==> src/rtl/mem_burst_sequencer_if.sv <==
// Purpose : bundles the request, cache-data and memory-side signals of the line-transfer engine.
// Latency : none; the interface carries wires only.
// Backpressure : the requester holds req_rd/req_wr until done, and mem_busy stalls individual banks.
// Ports   : master = cache controller / memory side, slave = mem_burst_sequencer.
interface mem_burst_sequencer_if #(
  parameter int ADDR_W = 16,
  parameter int DATA_W = 16
);
  // request side
  logic              req_rd;
  logic              req_wr;
  logic [ADDR_W-4:0] victim_addr;
  logic [ADDR_W-4:0] fill_addr;
  logic              req_ready;
  logic              done;
  logic              err;
  // cache data array side
  logic [DATA_W-1:0] wb_data_in;
  logic [2:0]        cache_offset;
  logic              fill_we;
  logic [2:0]        fill_offset;
  logic [DATA_W-1:0] fill_data;
  // memory side
  logic              mem_rd;
  logic              mem_wr;
  logic [ADDR_W-1:0] mem_addr;
  logic [DATA_W-1:0] mem_data_out;
  logic [DATA_W-1:0] mem_data_in;
  logic [3:0]        mem_busy;
  logic              mem_err;

  modport master (
    output req_rd, req_wr, victim_addr, fill_addr, wb_data_in, mem_data_in, mem_busy, mem_err,
    input  req_ready, done, err, cache_offset, fill_we, fill_offset, fill_data,
           mem_rd, mem_wr, mem_addr, mem_data_out
  );

  modport slave (
    input  req_rd, req_wr, victim_addr, fill_addr, wb_data_in, mem_data_in, mem_busy, mem_err,
    output req_ready, done, err, cache_offset, fill_we, fill_offset, fill_data,
           mem_rd, mem_wr, mem_addr, mem_data_out
  );
endinterface

==> src/rtl/mem_burst_sequencer.sv <==
// Purpose : 4-word victim write-back and/or 4-word line fill between the cache and banked memory.
// Latency : first strobe the cycle after accept, one word per cycle; done 1 cycle after the last
//           write (write-back only) or RD_LAT+1 cycles after the last read issue.
// Backpressure : a busy bank stalls the sequence with no strobe; requests are ignored unless idle.
// Ports   : clk, rst_n (async, active-low); bus = slave side of mem_burst_sequencer_if.
module mem_burst_sequencer #(
  parameter int ADDR_W = 16,
  parameter int DATA_W = 16,
  parameter int RD_LAT = 2
) (
  input logic                 clk,
  input logic                 rst_n,
  mem_burst_sequencer_if.slave bus
);
  localparam int LINE_W = ADDR_W - 3;

  typedef enum logic [2:0] {S_IDLE, S_WB, S_FILL, S_DRAIN, S_DONE} state_e;

  state_e                       state_q, state_d;
  logic [1:0]                   cnt_q, cnt_d;
  logic [LINE_W-1:0]            vic_q, vic_d;
  logic [LINE_W-1:0]            fil_q, fil_d;
  logic                         fill_pend_q, fill_pend_d;
  logic                         err_q, err_d;
  // return pipe: valid bit and word index per stage, oldest entry at RD_LAT-1
  logic [RD_LAT-1:0]            rv_q, rv_d;
  logic [RD_LAT-1:0][1:0]       ro_q, ro_d;

  logic                         accept, push, upstream_busy, bank_busy, ret_vld;
  logic                         rd_s, wr_s, done_s, err_s, rdy_s;
  logic [ADDR_W-1:0]            addr_s;

  assign bank_busy = bus.mem_busy[cnt_q];
  assign ret_vld   = rv_q[RD_LAT-1];

  // Entries still travelling through the pipe, excluding the one leaving this cycle.
  always_comb begin
    upstream_busy = 1'b0;
    for (int i = 0; i < RD_LAT - 1; i++) upstream_busy = upstream_busy | rv_q[i];
  end

  always_comb begin
    rv_d[0] = push;
    ro_d[0] = cnt_q;
    for (int i = 1; i < RD_LAT; i++) begin
      rv_d[i] = rv_q[i-1];
      ro_d[i] = ro_q[i-1];
    end
  end

  always_comb begin
    state_d     = state_q;
    cnt_d       = cnt_q;
    vic_d       = vic_q;
    fil_d       = fil_q;
    fill_pend_d = fill_pend_q;
    err_d       = err_q;
    accept      = 1'b0;
    push        = 1'b0;
    rd_s        = 1'b0;
    wr_s        = 1'b0;
    done_s      = 1'b0;
    err_s       = 1'b0;
    rdy_s       = 1'b0;
    addr_s      = '0;
    case (state_q)
      S_IDLE: begin
        rdy_s = 1'b1;
        if (bus.req_rd || bus.req_wr) begin
          accept      = 1'b1;
          vic_d       = bus.victim_addr;
          fil_d       = bus.fill_addr;
          cnt_d       = 2'd0;
          fill_pend_d = bus.req_rd;
          state_d     = bus.req_wr ? S_WB : S_FILL;
        end
      end
      S_WB: begin
        addr_s = {vic_q, cnt_q, 1'b0};
        if (!bank_busy) begin
          wr_s  = 1'b1;
          cnt_d = cnt_q + 2'd1;  // wraps to 0 exactly as the line completes
          if (cnt_q == 2'd3) state_d = fill_pend_q ? S_FILL : S_DONE;
        end
      end
      S_FILL: begin
        addr_s = {fil_q, cnt_q, 1'b0};
        if (!bank_busy) begin
          rd_s  = 1'b1;
          push  = 1'b1;
          cnt_d = cnt_q + 2'd1;
          if (cnt_q == 2'd3) state_d = S_DRAIN;
        end
      end
      S_DRAIN: begin
        if (!upstream_busy) state_d = S_DONE;
      end
      S_DONE: begin
        done_s  = 1'b1;
        err_s   = err_q;
        state_d = S_IDLE;
      end
      default: state_d = S_IDLE;
    endcase
    // Sticky error covers every memory beat of the request; the transfer itself never aborts.
    if (accept) err_d = 1'b0;
    else if (bus.mem_err && (rd_s || wr_s || ret_vld)) err_d = 1'b1;
  end

  always_ff @(posedge clk or negedge rst_n) begin
    if (!rst_n) begin
      state_q     <= S_IDLE;
      cnt_q       <= 2'd0;
      vic_q       <= '0;
      fil_q       <= '0;
      fill_pend_q <= 1'b0;
      err_q       <= 1'b0;
      rv_q        <= '0;
      ro_q        <= '0;
    end else begin
      state_q     <= state_d;
      cnt_q       <= cnt_d;
      vic_q       <= vic_d;
      fil_q       <= fil_d;
      fill_pend_q <= fill_pend_d;
      err_q       <= err_d;
      rv_q        <= rv_d;
      ro_q        <= ro_d;
    end
  end

  assign bus.req_ready    = rdy_s;
  assign bus.mem_rd       = rd_s;
  assign bus.mem_wr       = wr_s;
  assign bus.mem_addr     = addr_s;
  assign bus.mem_data_out = wr_s ? bus.wb_data_in : {DATA_W{1'b0}};
  assign bus.cache_offset = {cnt_q, 1'b0};
  assign bus.fill_we      = ret_vld;
  assign bus.fill_offset  = ret_vld ? {ro_q[RD_LAT-1], 1'b0} : 3'd0;
  assign bus.fill_data    = bus.mem_data_in;
  assign bus.done         = done_s;
  assign bus.err          = err_s;
endmodule

==> src/flat_wrapper.sv <==
// flat-port wrapper written by rule: the top's interface ports become plain ports
module mem_burst_sequencer_flat 
#(
  parameter int ADDR_W = 16,
  parameter int DATA_W = 16,
  parameter int RD_LAT = 2
)
  (clk, rst_n, bus_req_rd, bus_req_wr, bus_victim_addr, bus_fill_addr, bus_wb_data_in, bus_mem_data_in, bus_mem_busy, bus_mem_err, bus_req_ready, bus_done, bus_err, bus_cache_offset, bus_fill_we, bus_fill_offset, bus_fill_data, bus_mem_rd, bus_mem_wr, bus_mem_addr, bus_mem_data_out);
  mem_burst_sequencer_if #(.ADDR_W(ADDR_W), .DATA_W(DATA_W)) bus_i ();
  input logic clk;
  input logic rst_n;
  input wire logic [$bits(bus_i.req_rd)-1:0] bus_req_rd;
  input wire logic [$bits(bus_i.req_wr)-1:0] bus_req_wr;
  input wire logic [$bits(bus_i.victim_addr)-1:0] bus_victim_addr;
  input wire logic [$bits(bus_i.fill_addr)-1:0] bus_fill_addr;
  input wire logic [$bits(bus_i.wb_data_in)-1:0] bus_wb_data_in;
  input wire logic [$bits(bus_i.mem_data_in)-1:0] bus_mem_data_in;
  input wire logic [$bits(bus_i.mem_busy)-1:0] bus_mem_busy;
  input wire logic [$bits(bus_i.mem_err)-1:0] bus_mem_err;
  output wire logic [$bits(bus_i.req_ready)-1:0] bus_req_ready;
  output wire logic [$bits(bus_i.done)-1:0] bus_done;
  output wire logic [$bits(bus_i.err)-1:0] bus_err;
  output wire logic [$bits(bus_i.cache_offset)-1:0] bus_cache_offset;
  output wire logic [$bits(bus_i.fill_we)-1:0] bus_fill_we;
  output wire logic [$bits(bus_i.fill_offset)-1:0] bus_fill_offset;
  output wire logic [$bits(bus_i.fill_data)-1:0] bus_fill_data;
  output wire logic [$bits(bus_i.mem_rd)-1:0] bus_mem_rd;
  output wire logic [$bits(bus_i.mem_wr)-1:0] bus_mem_wr;
  output wire logic [$bits(bus_i.mem_addr)-1:0] bus_mem_addr;
  output wire logic [$bits(bus_i.mem_data_out)-1:0] bus_mem_data_out;
  assign bus_i.req_rd = bus_req_rd;
  assign bus_i.req_wr = bus_req_wr;
  assign bus_i.victim_addr = bus_victim_addr;
  assign bus_i.fill_addr = bus_fill_addr;
  assign bus_i.wb_data_in = bus_wb_data_in;
  assign bus_i.mem_data_in = bus_mem_data_in;
  assign bus_i.mem_busy = bus_mem_busy;
  assign bus_i.mem_err = bus_mem_err;
  assign bus_req_ready = bus_i.req_ready;
  assign bus_done = bus_i.done;
  assign bus_err = bus_i.err;
  assign bus_cache_offset = bus_i.cache_offset;
  assign bus_fill_we = bus_i.fill_we;
  assign bus_fill_offset = bus_i.fill_offset;
  assign bus_fill_data = bus_i.fill_data;
  assign bus_mem_rd = bus_i.mem_rd;
  assign bus_mem_wr = bus_i.mem_wr;
  assign bus_mem_addr = bus_i.mem_addr;
  assign bus_mem_data_out = bus_i.mem_data_out;
  mem_burst_sequencer #(.ADDR_W(ADDR_W), .DATA_W(DATA_W), .RD_LAT(RD_LAT)) u_core (.clk(clk), .rst_n(rst_n), .bus(bus_i));
endmodule
==> config.mk <==
export PLATFORM = sky130hd
export DESIGN_NAME = mem_burst_sequencer_flat
export DESIGN_NICKNAME = d
export VERILOG_FILES = /design/src/rtl/mem_burst_sequencer_if.sv /design/src/rtl/mem_burst_sequencer.sv /design/src/flat_wrapper.sv
export SDC_FILE = /design/constraint.sdc
export NUM_CORES = 1
export LEC_CHECK = 0
export ABC_AREA = 1
export BUFFER_PORTS_ARGS = -buffer_cell sky130_fd_sc_hd__buf_2
export CORE_MARGIN = 2
export CORE_UTILIZATION = 39
export DETAILED_ROUTE_END_ITERATION = 7
export PLACE_DENSITY = 0.74
export SETUP_SLACK_MARGIN = 0.05
export SLEW_MARGIN = 25
export SYNTH_ARGS = -nofsm -noshare
export SYNTH_HDL_FRONTEND = slang
export SYNTH_SLANG_ARGS = --single-unit
==> constraint.sdc <==
create_clock -name clk -period 1.5 [get_ports clk]
set_clock_uncertainty 0.1 [all_clocks]
set_input_delay 0.45 -clock clk [delete_from_list [all_inputs] [get_ports clk]]
set_output_delay 0.45 -clock clk [all_outputs]
set_load 0.01 [all_outputs]
## Yosys cells after proc, flatten, opt, wreduce, memory -nomap -nowiden

Cells that the tools add are included.

- Register bits after elaboration: 39
- Output and inout port bits: 60
- Logic and storage cells: 61

- Add/sub/neg operators: 1
- $lt $le $gt $ge: 1
- Equality and inequality tests: 12
- Muxes and demuxes: 27
- Reductions and logical operators: 11

Operator list:

| kind | number |
|---|---|
| $pmux 16 s2 | 1 |
| $mux 3 | 8 |
| $mux 16 | 1 |
| $pmux 3 s4 | 1 |
| $mux 1 | 11 |
| $ne 2x2->1 const B | 4 |
| $eq 3x2->1 const B | 2 |
| $mux 2 | 3 |
| $ne 2x1->1 const B | 3 |
| $reduce_and 6->1 | 1 |
| $pmux 2 s2 | 1 |
| $reduce_bool 2->1 | 2 |
| $eq 3x1->1 const B | 1 |
| $eq 3x3->1 const B | 1 |
| $logic_not 3->1 | 1 |
| $logic_or 1x1->1 | 3 |
| $lt 2x3->1 const B | 1 |
| $reduce_and 3->1 | 1 |
| $add 2x1->2 const B | 1 |
| $bmux 1 s2 | 1 |
| $eq 2x2->1 const B | 1 |
| $reduce_and 2->1 | 1 |
| $reduce_or 2->1 | 1 |
| $logic_and 1x1->1 | 1 |

## Depth between registers and ports, before layout

Gate-level depths: netlist of the first run.

- Depth after elaboration: 9
- Mapped depth: 9
- Mapped depth without buffers: 9

## Worst setup path after synthesis of the first run

OpenSTA, ideal clock, no wires.

- Kind: register to output
- Start: reg u_core.state_q[2]
- End: out bus_mem_data_out[10]
- Data arrival time: 1.165 ns
- Data required time: 0.950 ns
- Setup slack: -0.215 ns
- Stages on the path, launching flop included: 7
- Path buffers: 1
- Cell sequence: dfrtp_1 nor2_1 nand2_1 inv_2 nand2_4 buf_6 nor2_1

- Word-level cells in the longest chain between the ends: 3

RTL lines:

| item | RTL line | RTL |
|---|---|---|
| from (decl) | mem_burst_sequencer.sv:19 | `state_e state_q, state_d;` |
| from (signal assigned) | mem_burst_sequencer.sv:121 | `state_q <= state_d;` |
| $eq 3x1->1 | mem_burst_sequencer.sv:66 | `case (state_q)` |
| $mux 1 | mem_burst_sequencer.sv:66 |  |
| $mux 16 | mem_burst_sequencer.sv:136 | `assign bus.mem_data_out = wr_s ? bus.wb_data_in : {DATA_W{1'b0}};` |
| to (decl) | flat_wrapper.sv:30 | `output wire logic [$bits(bus_i.mem_data_out)-1:0] bus_mem_data_out;` |

Every way passes these cells.

## Worst setup path in the final report of the first run

- Start: reg u_core.state_q[2]
- End: out bus_mem_addr[8]

- Word-level cells in the longest chain between the ends: 2
- Elaborated cells on any way between the ends: 3
- Those cells by class: 2 x eq/ne; 1 x mux

RTL lines:

| item | RTL line | RTL |
|---|---|---|
| $eq 3x2->1 / $eq 3x1->1 (equally long branches) | mem_burst_sequencer.sv:66 |  |
| $pmux 16 s2 * | mem_burst_sequencer.sv:66 |  |
| to (decl) | flat_wrapper.sv:29 | `output wire logic [$bits(bus_i.mem_addr)-1:0] bus_mem_addr;` |

Every way passes the cells marked *; elsewhere a longest branch is shown, timed or not.

==> summary.txt, run 1 <==
Place
  – DP Cell Count: 420
  – GPL Wtd Cong: 0.747
  – I/O Buffers: 91
  – Post-DP HPWL: 3590 um
  – Pre-CTS WS: -362 ps

Clock network
  – CTS max path bufs: 2
  – Root Buffer: clkbuf_8
  – H-tree depth: 2
  – Clock Pin Slew Worst Setup and Hold Paths: 80 ps
  – Cts hold-fix bufs: 0
  – Clock Sinks: 39
  – Cts bufs inserted: 5
  – TritonCTS clock tree: done
  – Worst-Skew Late Latency: 290 ps

Floorplanning
  – Die Wd: roughly 77 um
  – Die height: 77 um
  – Die Area: ~5900 um2
  – Core area: between 5000 and 6000 um2
  – Initial core utilization: 40.4%
  – Rows: 26
  – I/O Pins: 127

Setup path
  – CP Capture Type: primary output
  – WP data required: 950 ps
  – Setup crit start kind: flop
  – Data arrival, critical path: 1530 ps
  – Reg2reg start: u_core.state_q[0]
  – Setup crit start: u_core.state_q[2]
  – CP Class: flop to primary output
  – Worst Path Max Fanout: 6

Synthesis
  – Sequential area share after synthesis: 47.0%
  – Post-Syn Area: 2080 um2
  – Post-Synthesis Cells: 267
  – Yosys cell types: 20
  – Syn Area/Cell: 7.78 um2
  – Synthesis Warnings: 0
  – #FFs+latches synth: 39

STA
  – Final Hold Fails: 0
  – Finish-stage setup viols: 71
  – Fin crit share: 139%
  – Final min period: 2080 ps
  – RSZ-0062 raised after global routing: yes
  – PnR worst setup slack: -580 ps
  – Max Clock Freq: just under 0.5 GHz
  – Slew Limit Fails: 0

Cells and area
  – Core Util, Final: 71.2%
  – Antenna cell count: 0
  – Area of the multi-input gates: between 1000 and 1500 um2
  – Most common cell after layout, fill and taps aside: buf_2
  – Layout cells sized above 1: 64.8%
  – Most frequent cells in the layout: buf_2, nand2_1, nand2_2, dfrtp_1, buf_6
  – Area Overhead vs Synth: 76.2%
  – FILL cells: 364
  – Storage cell area: between 900 and 1000 um2
  – Cell Count, Final, Fillers Out: 453
  – Nets: 450

Power
  – P per Cell Area: 2320 nW/um2
  – Sequential share of power: about 22%
  – Maximum vdd drop: 1.20 mV
  – Clock network power share: 10.4%
  – Lkg Pwr: 2.04 nW
  – Internal Power: 0.00470 W
  – Combinational share of power: 67.5%
  – Switch share: 44.7%
  – Psw: 0.00380 W

GRT
  – Vias in the first global route: roughly 2,200
  – Gr ovfl total: 0
  – Initial antenna violation count: 0
  – Global-route wire length before repair: roughly 11,000 um
  – Largest net degree at the start of global routing: 40
  – Global-route usage over all layers: between 20% and 30%

Routing
  – DR iter-0 viols: 104
  – WL final: roughly 7200 um
  – Post-route ant nets: 0
  – Via-to-Cell Ratio: between 4 and 5
  – Residual DRC: 0
  – Avg WL per Cell: about 16 um
  – DR vias: between 2,000 and 2,500
  – First-pass iteration count of the detailed router: 4

Hold path
  – Worst hold path type: input pin to async pin

Run status
  – Run status: finished, violations left
  – Failing checks: setup timing

Flow run
  – Max cap viols: 0
## what timing repair did
| action | in CTS | in global routing |
|---|---|---|
| setup buffers | 16 | 9 |
| pin swaps | 16 | 24 |
| cloned | 7 | 1 |
| resized for setup | 71 | 97 |
| endpoints found under the setup margin | 72 | 74 |
## final timing paths
kind                       slack [ps]  depth (start not counted)               to
max                              -580                          7  bus_mem_addr[8]
min                                20                          2  u_core.vic_q[3]
max reg2reg                      -230                         11  u_core.fil_q[7]
min reg2reg                       260                          0   u_core.ro_q[2]
max in group asynchronous        1070                          2  u_core.cnt_q[0]
min in group clk                  260                          3  u_core.fil_q[5]
## layer usage
metal	up-vias	part of all wire (%)	track usage, %
met5	-	0	0
met4	0	0.66	5.36
met3	6	5.0	4.47
met2	82	56	40.6
met1	1073	38	26.3
li1	1024	-	-
## cell type report
type	count	area share [%]
Clock inverter	3	1.20
Tap cell	70	2.39
Timing Repair inverter	3	1.33
Clock buffer	5	1.88
Sequential cell	39	26.7
Multi-Input combinational cell	169	34.3
Timing Repair Buffer	130	27.9
Inverter	34	4.24
## flip-flops by register name, indices dropped and copies added, names as in the netlist
register	cells
u_core.err_q	1
u_core.fill_pend_q	1
u_core.ro_d	2
u_core.fil_q	13
u_core.state_q	3
u_core.rv_q	2
u_core.ro_q	2
u_core.cnt_q	2
u_core.vic_q	13
## cell families (layout without fill, tap and decap cells)
family	count (synthesis)	in the layout	synth area share [%]
flip-flops	39	39	47.0
buffers and inverters	62	175	16.7
AND/OR/NAND/NOR	144	145	27.9
other	1	3	0.180
AO/OA/AOI/OAI	20	20	7.71
adder cells (fa/ha/maj)	1	1	0.602
## power by group through the flow
stage / registers [W] / clock network [W] / logic, W
6_report: 0.00189 / 0.000881 / 0.00574
5_1_grt: 0.00192 / 0.000941 / 0.00616
4_1_cts: 0.00182 / 0.000874 / 0.00478
3_5_place_dp: 0.00185 / 0 / 0.00322
3_3_place_gp: 0.00182 / 0 / 0.00318
2_1_floorplan: 0.00182 / 0 / 0.00217
## synth_stat cells
library cell / count / share of area (%)
inv_2: 3 / 0.54
o21ai_0: 3 / 0.72
dfrtp_1: 39 / 47
a21oi_1: 3 / 0.72
nand2_1: 108 / 20
nand3_1: 7 / 1.7
ha_1: 1 / 0.60
buf_2: 2 / 0.48
o21ai_4: 1 / 0.78
nor3_1: 1 / 0.24
conb_1: 1 / 0.18
a22o_1: 13 / 5.5
buf_4: 23 / 8.3
nand3_2: 1 / 0.48
nand2_4: 2 / 1.1
buf_6: 3 / 1.6
nor2_4: 1 / 0.54
inv_1: 30 / 5.4
inv_4: 1 / 0.30
nor2_1: 24 / 4.3
## metrics by stage
step,hold slack (ps),TNS [ps],area [um2],total power [W]
2_1_floorplan,54.4,-2890,2190,0.00399
3_3_place_gp,236,-8030,2690,0.00500
6_report,18.1,-23770,3660,0.00850
5_1_grt,30.6,-28850,3660,0.00903
4_1_cts,24.4,-25110,3320,0.00748
3_5_place_dp,240,-8620,2690,0.00507
## critical path, cell delays in order (launching register included)
cell and delay (ps):
dfrtp_2 440, buf_6 130, inv_4 50, nand3_4 90, inv_6 100, buf_16 120, a22o_1 160, buf_2 140
(Power assumes the default switching activity.)
==> run 2: changes to the inputs <==
--- a/config.mk
+++ b/config.mk
@@ -10,7 +10,7 @@
 export CORE_MARGIN = 2
 export CORE_UTILIZATION = 39
 export DETAILED_ROUTE_END_ITERATION = 7
-export PLACE_DENSITY = 0.74
+export PLACE_DENSITY = 0.75
 export SETUP_SLACK_MARGIN = 0.05
 export SLEW_MARGIN = 25
 export SYNTH_ARGS = -nofsm -noshare
==> run 2 against run 1 <==
The flow still finishes with violations (setup timing); sequential power barely moved; highest routed layer unchanged; sequential cell count did not move; combinational power fell by 15%; largest power group unchanged; clock power is 3.4% higher.
==> summary.txt, run 2 (synthesis gave the netlist of run 1 again) <==
Clock network
  – Clock Sinks: 39 (unchanged)
  – Worst-Skew Late Latency: 300 ps (about the same)
  – H-tree depth: 2 (unchanged)
  – Clock Pin Slew Worst Setup and Hold Paths: 80 ps (about the same)
  – Cts bufs inserted: 5 (unchanged)
  – CTS max path bufs: 2 (unchanged)
  – Cts hold-fix bufs: 0 (unchanged)
  – Root Buffer: clkbuf_8
  – TritonCTS clock tree: done

Floorplanning
  – Rows: 26 (unchanged)
  – Initial core utilization: 40.4% (unchanged)
  – Die Area: 5930 um2 (unchanged)
  – Die Wd: 77 um (unchanged)
  – Core area: 5140 um2 (unchanged)
  – Die height: 77 um (unchanged)
  – I/O Pins: 127 (unchanged)

STA
  – Slew Limit Fails: 0 (unchanged)
  – RSZ-0062 raised after global routing: yes
  – Hold_ws: 1.40 ps (-16.7 ps)
  – Final Hold Fails: 0 (unchanged)
  – Max Clock Freq: 0.481 GHz (about the same)
  – Fin crit share: 139% (about the same)
  – Setup TNS: -29,080 ps (-5310 ps)
  – Final min period: 2080 ps (+0.453 ps)
  – Finish-stage setup viols: 70 (-1.4%)
  – PnR worst setup slack: -581 ps (-0.453 ps)

Cells and area
  – Most frequent cells in the layout: nand2_1, buf_2, dfrtp_1
  – Post-route cell area: 3360 um2 (-8.3%)
  – Antenna cell count: 0 (unchanged)
  – Layout cells sized above 1: 53.3% (-11 points)
  – Nets: 448 (-0.44%)
  – Area Overhead vs Synth: 61.6%
  – Regs by FF count: u_core.fil_q (13), u_core.vic_q (13), u_core.state_q (3)
  – Most common cell after layout, fill and taps aside: nand2_1
  – FILL cells: 416 (+14%)

GRT
  – Initial antenna violation count: 0 (unchanged)
  – Routing usage on met2: 33.8% (-6.8 points)
  – Gr busiest metal: met2
  – Gr ovfl total: 0 (unchanged)
  – Global Route met3 Usage: 4.71% (+0.24 points)
  – Global-route wire length before repair: 9360 um (-11%)
  – Vias in the first global route: 1,991 (-11%)
  – Largest net degree at the start of global routing: 40 (unchanged)
  – Global-route usage over all layers: 20.1% (-1.9 points)
  – Met1 Use GR: 25.2% (-1.1 points)

Power
  – Psw: 0.00327 W (-14%)
  – Switch share: 42.8% (-1.9 points)
  – Final Power: 0.00764 W (-10%)
  – P per Cell Area: 2270 nW/um2 (-2.1%)
  – Internal Power: 0.00437 W (-7.0%)
  – Clock network power share: 11.9% (+1.5 points)
  – Lkg Pwr: 1.89 nW (-7.6%)
  – Combinational share of power: 63.7% (-3.8 points)
  – Sequential share of power: 24.4% (+2.2 points)
  – Maximum vdd drop: 1.44 mV (+20%)

Routing
  – First-pass iteration count of the detailed router: 4 (unchanged)
  – Post-route ant nets: 0 (unchanged)
  – DR vias: 2,043 (-6.5%)
  – Residual DRC: 0 (unchanged)
  – Via-to-Cell Ratio: 4.53 (-6.1%)
  – Avg WL per Cell: 13.3 um (-17%)
  – DR iter-0 viols: 68 (-35%)
  – WL final: 5990 um (-17%)

Setup path
  – CP Capture Type: primary output
  – CP Class: flop to primary output
  – Data arrival, critical path: 1530 ps (about the same)
  – Worst Path Max Fanout: 7 (+1)
  – Setup crit start kind: flop
  – WP data required: 950 ps (about the same)

Place
  – Placed inst area: 2690 um2 (-0.19%)
  – Post-DP HPWL: 3540 um (-1.4%)
  – I/O Buffers: 91 (unchanged)
  – GPL Wtd Cong: 0.771 (+3.1%)

Flow run
  – Max cap viols: 0 (unchanged)

Run status
  – Run status: finished, violations left
  – Failing checks: setup timing

Hold path
  – Worst hold path type: input pin to async pin
run 2: changes by cell type in the layout (fill, tap and decap cells not counted), moves of 3 or more:
cell      before  now
buf_4         14   22
buf_6         32   22
clkinv_8       4    0
inv_8          1    5
nand2_1       49   85
nand2_2       37   18
nand2_4       22    5
nand3_1        2    5
nand3_2        5    2
run 2: area by class of cell:
cell class | instances | area (um2) | share of cell area (%)
Timing Repair Buffer | 127 | 953 | 28.4
Multi-Input combinational cell | 169 | 1030 | 30.7
Clock inverter | 2 | 35.0 | 1.04
Inverter | 34 | 149 | 4.43
Sequential cell | 39 | 978 | 29.1
Timing Repair inverter | 4 | 41.3 | 1.23
Tap cell | 70 | 87.6 | 2.61
Clock buffer | 6 | 82.6 | 2.46
run 2: path summary, 6_finish.rpt:
| kind | start | endpoint | slack [ps] | cells past startpoint |
|---|---|---|---|---|
| worst max-delay path | u_core.state_q[2] | bus_mem_addr[4] | -580 | 6 |
| worst min-delay path | rst_n | u_core.fil_q[4] | 1 | 2 |
| worst max register to register | u_core.state_q[0] | u_core.fil_q[0] | -370 | 12 |
| worst min register to register | u_core.ro_d[3] | u_core.ro_q[3] | 250 | 0 |
| max in group asynchronous | rst_n | u_core.cnt_q[0] | 1080 | 2 |
| min in group clk | bus_victim_addr[3] | u_core.vic_q[3] | 240 | 3 |
run 2: power groups by stage:
| stage | registers [W] | logic [W] | clock network [W] |
|---|---|---|---|
| floorplan | 0.00182 | 0.00217 | 0 |
| global placement | 0.00185 | 0.00313 | 0 |
| detailed placement | 0.00186 | 0.00322 | 0 |
| CTS | 0.00185 | 0.00441 | 0.000934 |
| global route | 0.00191 | 0.00527 | 0.000980 |
| finish | 0.00186 | 0.00486 | 0.000911 |
run 2: metrics by stage:
step                cells  utilization, %  setup WS (ps)
floorplan             269               -           -131
global placement      421            52.3           -309
detailed placement    421            52.3           -355
CTS                   446            61.9           -560
global route          451            65.3           -612
finish                451            65.3           -581
run 2: worst max-delay path, cell delays in order, from the launching register on:
cell	delay [ps]
dfrtp_2	450
nor2_4	160
nand2_4	90
inv_8	110
buf_12	130
a22o_1	150
buf_2	140
run 2: repair_timing:
item	in CTS	in global routing
setup endpoints to repair	72	74
pin swaps	10	10
gates cloned	7	1
endpoints found under the hold margin	0	0
gates resized for setup	52	36
setup buffers	10	4
run 2: per-layer routing:
layer | up-vias | routed length, um
met5 | - | 0
met4 | 0 | 104
met3 | 10 | 284
met2 | 58 | 3090
met1 | 965 | 2510
li1 | 1010 | -
==> run 3: changes to the inputs <==
--- a/config.mk
+++ b/config.mk
@@ -5,12 +5,11 @@
 export SDC_FILE = /design/constraint.sdc
 export NUM_CORES = 1
 export LEC_CHECK = 0
-export ABC_AREA = 1
 export BUFFER_PORTS_ARGS = -buffer_cell sky130_fd_sc_hd__buf_2
 export CORE_MARGIN = 2
 export CORE_UTILIZATION = 39
 export DETAILED_ROUTE_END_ITERATION = 7
-export PLACE_DENSITY = 0.75
+export PLACE_DENSITY = 0.74
 export SETUP_SLACK_MARGIN = 0.05
 export SLEW_MARGIN = 25
 export SYNTH_ARGS = -nofsm -noshare
==> run 3 against run 2 <==
Non-clock buffer count increased by 8; global-route usage increased by 0.27 points; highest routed layer unchanged; maximum frequency decreased by 18%; critical path type unchanged; sequential cell count unchanged; clock power decreased by 2.4%; the flow still finishes with violations (setup timing).
==> summary.txt, run 3 <==
Setup path
  – Reg2reg start: u_core.cnt_q[0]
  – WP data required: 950 ps (about the same)
  – CP Class: flop to primary output
  – CP max stage delay: 540 ps (+90 ps)
  – Worst r2r dst: u_core.state_q[0]
  – Data arrival, critical path: 1990 ps (+460 ps)
  – Worst Path Max Fanout: 14 (+7)
  – Top delay family on crit path: multiplexers
  – Crit-path cells: mux4_2 > or2_4 > nor2_4 > buf_12 > and2_1 > buf_2
  – Slowest cell on the critical path: mux4_2
  – Reg2reg path depth: 6 (-6)
  – Flop2flop setup slack: -590 ps (-220 ps)
  – Worst path buffer plus inverter count: 2 (-1)
  – CP Capture Type: primary output
  – Setup crit start kind: flop

Synthesis
  – Sequential area share after synthesis: 46.9% (-0.085 points)
  – Synthesis Warnings: 0 (unchanged)
  – Post-Syn Area: 2080 um2 (+0.18%)
  – Syn Area/Cell: 11.0 um2 (+42%)
  – Top cell type's share of synthesized area: 46.9% (-0.085 points)
  – Post-Synthesis Cells: 189 (-29%)
  – Yosys cell types: 34 (+70%)
  – Primary FF master, synth: dfrtp_1
  – Most frequent cell after synthesis: dfrtp_1
  – Top post-synthesis cells by area: dfrtp_1, mux2_2, buf_4
  – Synth area leader: dfrtp_1
  – #FFs+latches synth: 39 (unchanged)
  – Async S/R FF share, synth: 100% (unchanged)
  – Synth cell count leaders: dfrtp_1, mux2_2, buf_4
  – Number of enable flip-flop cells after synthesis: 0 (unchanged)

Routing
  – Residual DRC: 0 (unchanged)
  – DR iter-0 viols: 68 (unchanged)
  – DR vias: 1,820 (-11%)
  – WL final: 6080 um (+1.4%)
  – First-pass iteration count of the detailed router: 4 (unchanged)
  – Avg WL per Cell: 16.3 um (+23%)
  – Post-route ant nets: 0 (unchanged)
  – Via-to-Cell Ratio: 4.88 (+7.7%)

Place
  – GPL Wtd Cong: 0.807 (+4.7%)
  – Post-DP HPWL: 3780 um (+7.0%)
  – Pre-CTS WS: -859 ps (-504 ps)
  – I/O Buffers: 91 (unchanged)

Power
  – P per Cell Area: 2390 nW/um2 (+4.9%)
  – Switch share: 36.6% (-6.1 points)
  – Maximum vdd drop: 1.26 mV (-12%)
  – Sequential share of power: 23.9% (-0.5 points)
  – Lkg Pwr: 1.73 nW (-8.1%)
  – Combinational share of power: 65.2% (+1.5 points)
  – Clock network power share: 10.9% (-1.0 points)
  – Psw: 0.00300 W (-8.3%)
  – Internal Power: 0.00518 W (+19%)

Floorplanning
  – Die Area: 5940 um2 (+0.17%)
  – Die height: 77.1 um (about the same)
  – Core area: 5140 um2 (unchanged)
  – Initial core utilization: 40.5% (+0.073 points)
  – I/O Pins: 127 (unchanged)
  – Rows: 26 (unchanged)
  – Die Wd: 77.1 um (about the same)

Cells and area
  – Area Overhead vs Synth: 64.7%
  – Core Util, Final: 66.7% (+1.4 points)
  – Most frequent cells in the layout: buf_2, dfrtp_1, buf_6
  – Most common cell after layout, fill and taps aside: buf_2
  – Antenna cell count: 0 (unchanged)
  – Layout cells sized above 1: 73.6% (+20 points)
  – Regs by FF count: u_core.fil_q (13), u_core.vic_q (13), u_core.state_q (3)
  – Nets: 370 (-17%)

GRT
  – Initial antenna violation count: 0 (unchanged)
  – Vias in the first global route: 1,977 (-0.70%)
  – Global-route wire length before repair: 9580 um (+2.4%)
  – Global-route usage over all layers: 20.4% (+0.27 points)
  – Largest net degree at the start of global routing: 40 (unchanged)
  – Gr ovfl total: 0 (unchanged)

Clock network
  – Root Buffer: clkbuf_8
  – CTS max path bufs: 2 (unchanged)
  – Clock Sinks: 39 (unchanged)
  – Cts bufs inserted: 5 (unchanged)
  – Clock Pin Slew Worst Setup and Hold Paths: 80 ps (about the same)
  – TritonCTS clock tree: done
  – H-tree depth: 2 (unchanged)
  – Worst-Skew Late Latency: 290 ps (about the same)

Hold path
  – Worst hold path type: input pin to async pin

STA
  – Slew Limit Fails: 0 (unchanged)
  – Final min period: 2540 ps (+461 ps)
  – Finish-stage setup viols: 74 (+5.7%)
  – Fin crit share: 169% (+31 points)
  – Final Hold Fails: 0 (unchanged)
  – PnR worst setup slack: -1040 ps (-461 ps)
  – RSZ-0062 raised after global routing: yes
  – Hold_ws: 13.5 ps (+12.1 ps)
  – Max Clock Freq: 0.393 GHz (-18%)

Run status
  – Run status: finished, violations left
  – Failing checks: setup timing

Flow run
  – Max cap viols: 0 (unchanged)
[run 3: cell types whose count changed after synthesis, sizes merged, moves of 3 or more]
cell    before  now
clkbuf       0    5
nand3        8    0
nor3         1    5
nor2        25   20
a22oi        0   13
nand2      110    4
nor2b        0    4
mux2         0   28
and2         0   19
inv         34    4
o21ai        4    1
a22o        13    1
[run 3: routing by layer]
layer	global-route usage [%]	vias to the layer above	part of all wire, %
met3	5.41	15	6.5
met5	0	-	0
met4	5.36	0	1.5
met1	22.1	881	39
met2	39.0	80	53
li1	-	844	-
[run 3: final cells by class]
type / count / area, um2
Clock buffer: 5 / 68.8
Clock inverter: 3 / 43.8
Fill cell: 385 / 1710
Inverter: 4 / 18.8
Multi-Input combinational cell: 117 / 1200
Sequential cell: 39 / 977
Tap cell: 70 / 87.6
Timing Repair Buffer: 135 / 1030
[run 3: worst max-delay path by stage]
stage,startpoint,endpoint,slack (ps),cells past startpoint
floorplan,u_core.cnt_q[0],bus_mem_data_out[10],-690,5
global placement,bus_mem_busy[3],bus_mem_data_out[5],-820,7
detailed placement,bus_mem_busy[2],bus_mem_data_out[8],-860,7
CTS,u_core.cnt_q[0],bus_mem_data_out[3],-1030,6
global route,u_core.cnt_q[0],bus_mem_data_out[5],-1120,6
finish,u_core.cnt_q[0],bus_mem_data_out[0],-1040,6
[run 3: timing repair]
action / 4_1_cts / 5_1_grt
gates cloned: 2 / 1
gates resized for setup: 70 / 5
pin swaps: 15 / 11
setup buffers: 15 / 5
hold buffers: 0 / 0
endpoints found under the hold margin: 0 / 0
setup endpoints to repair: 73 / 74
[run 3: kinds of logic (layout without fill, tap and decap cells)]
logic type / count (synthesis) / in the layout / share of synthesized area, %
multiplexers: 29 / 29 / 16.6
adder cells (fa/ha/maj): 1 / 1 / 0.601
flip-flops: 39 / 39 / 46.9
XOR/XNOR: 1 / 1 / 0.421
other: 1 / 3 / 0.180
buffers and inverters: 35 / 147 / 10.8
AO/OA/AOI/OAI: 26 / 26 / 10.0
AND/OR/NAND/NOR: 57 / 57 / 14.5
[run 3: per-stage QoR]
| stage | power (W) | cell area [um2] | std cells | TNS [ps] |
|---|---|---|---|---|
| after global placement | 0.00558 | 2790 | 344 | -27070 |
| after global routing | 0.00866 | 3430 | 373 | -47630 |
| after detailed placement | 0.00569 | 2790 | 344 | -28450 |
| after floorplan | 0.00448 | 2260 | 191 | -24000 |
| after CTS | 0.00796 | 3360 | 368 | -43200 |
| final | 0.00818 | 3430 | 373 | -42950 |
[run 3: power groups by stage]
stage	clock [W]	combinational, W	sequential (W)
2_1_floorplan	0	0.00261	0.00187
3_3_place_gp	0	0.00367	0.00190
3_5_place_dp	0	0.00376	0.00193
4_1_cts	0.000906	0.00510	0.00195
5_1_grt	0.000944	0.00571	0.00201
6_report	0.000889	0.00533	0.00196
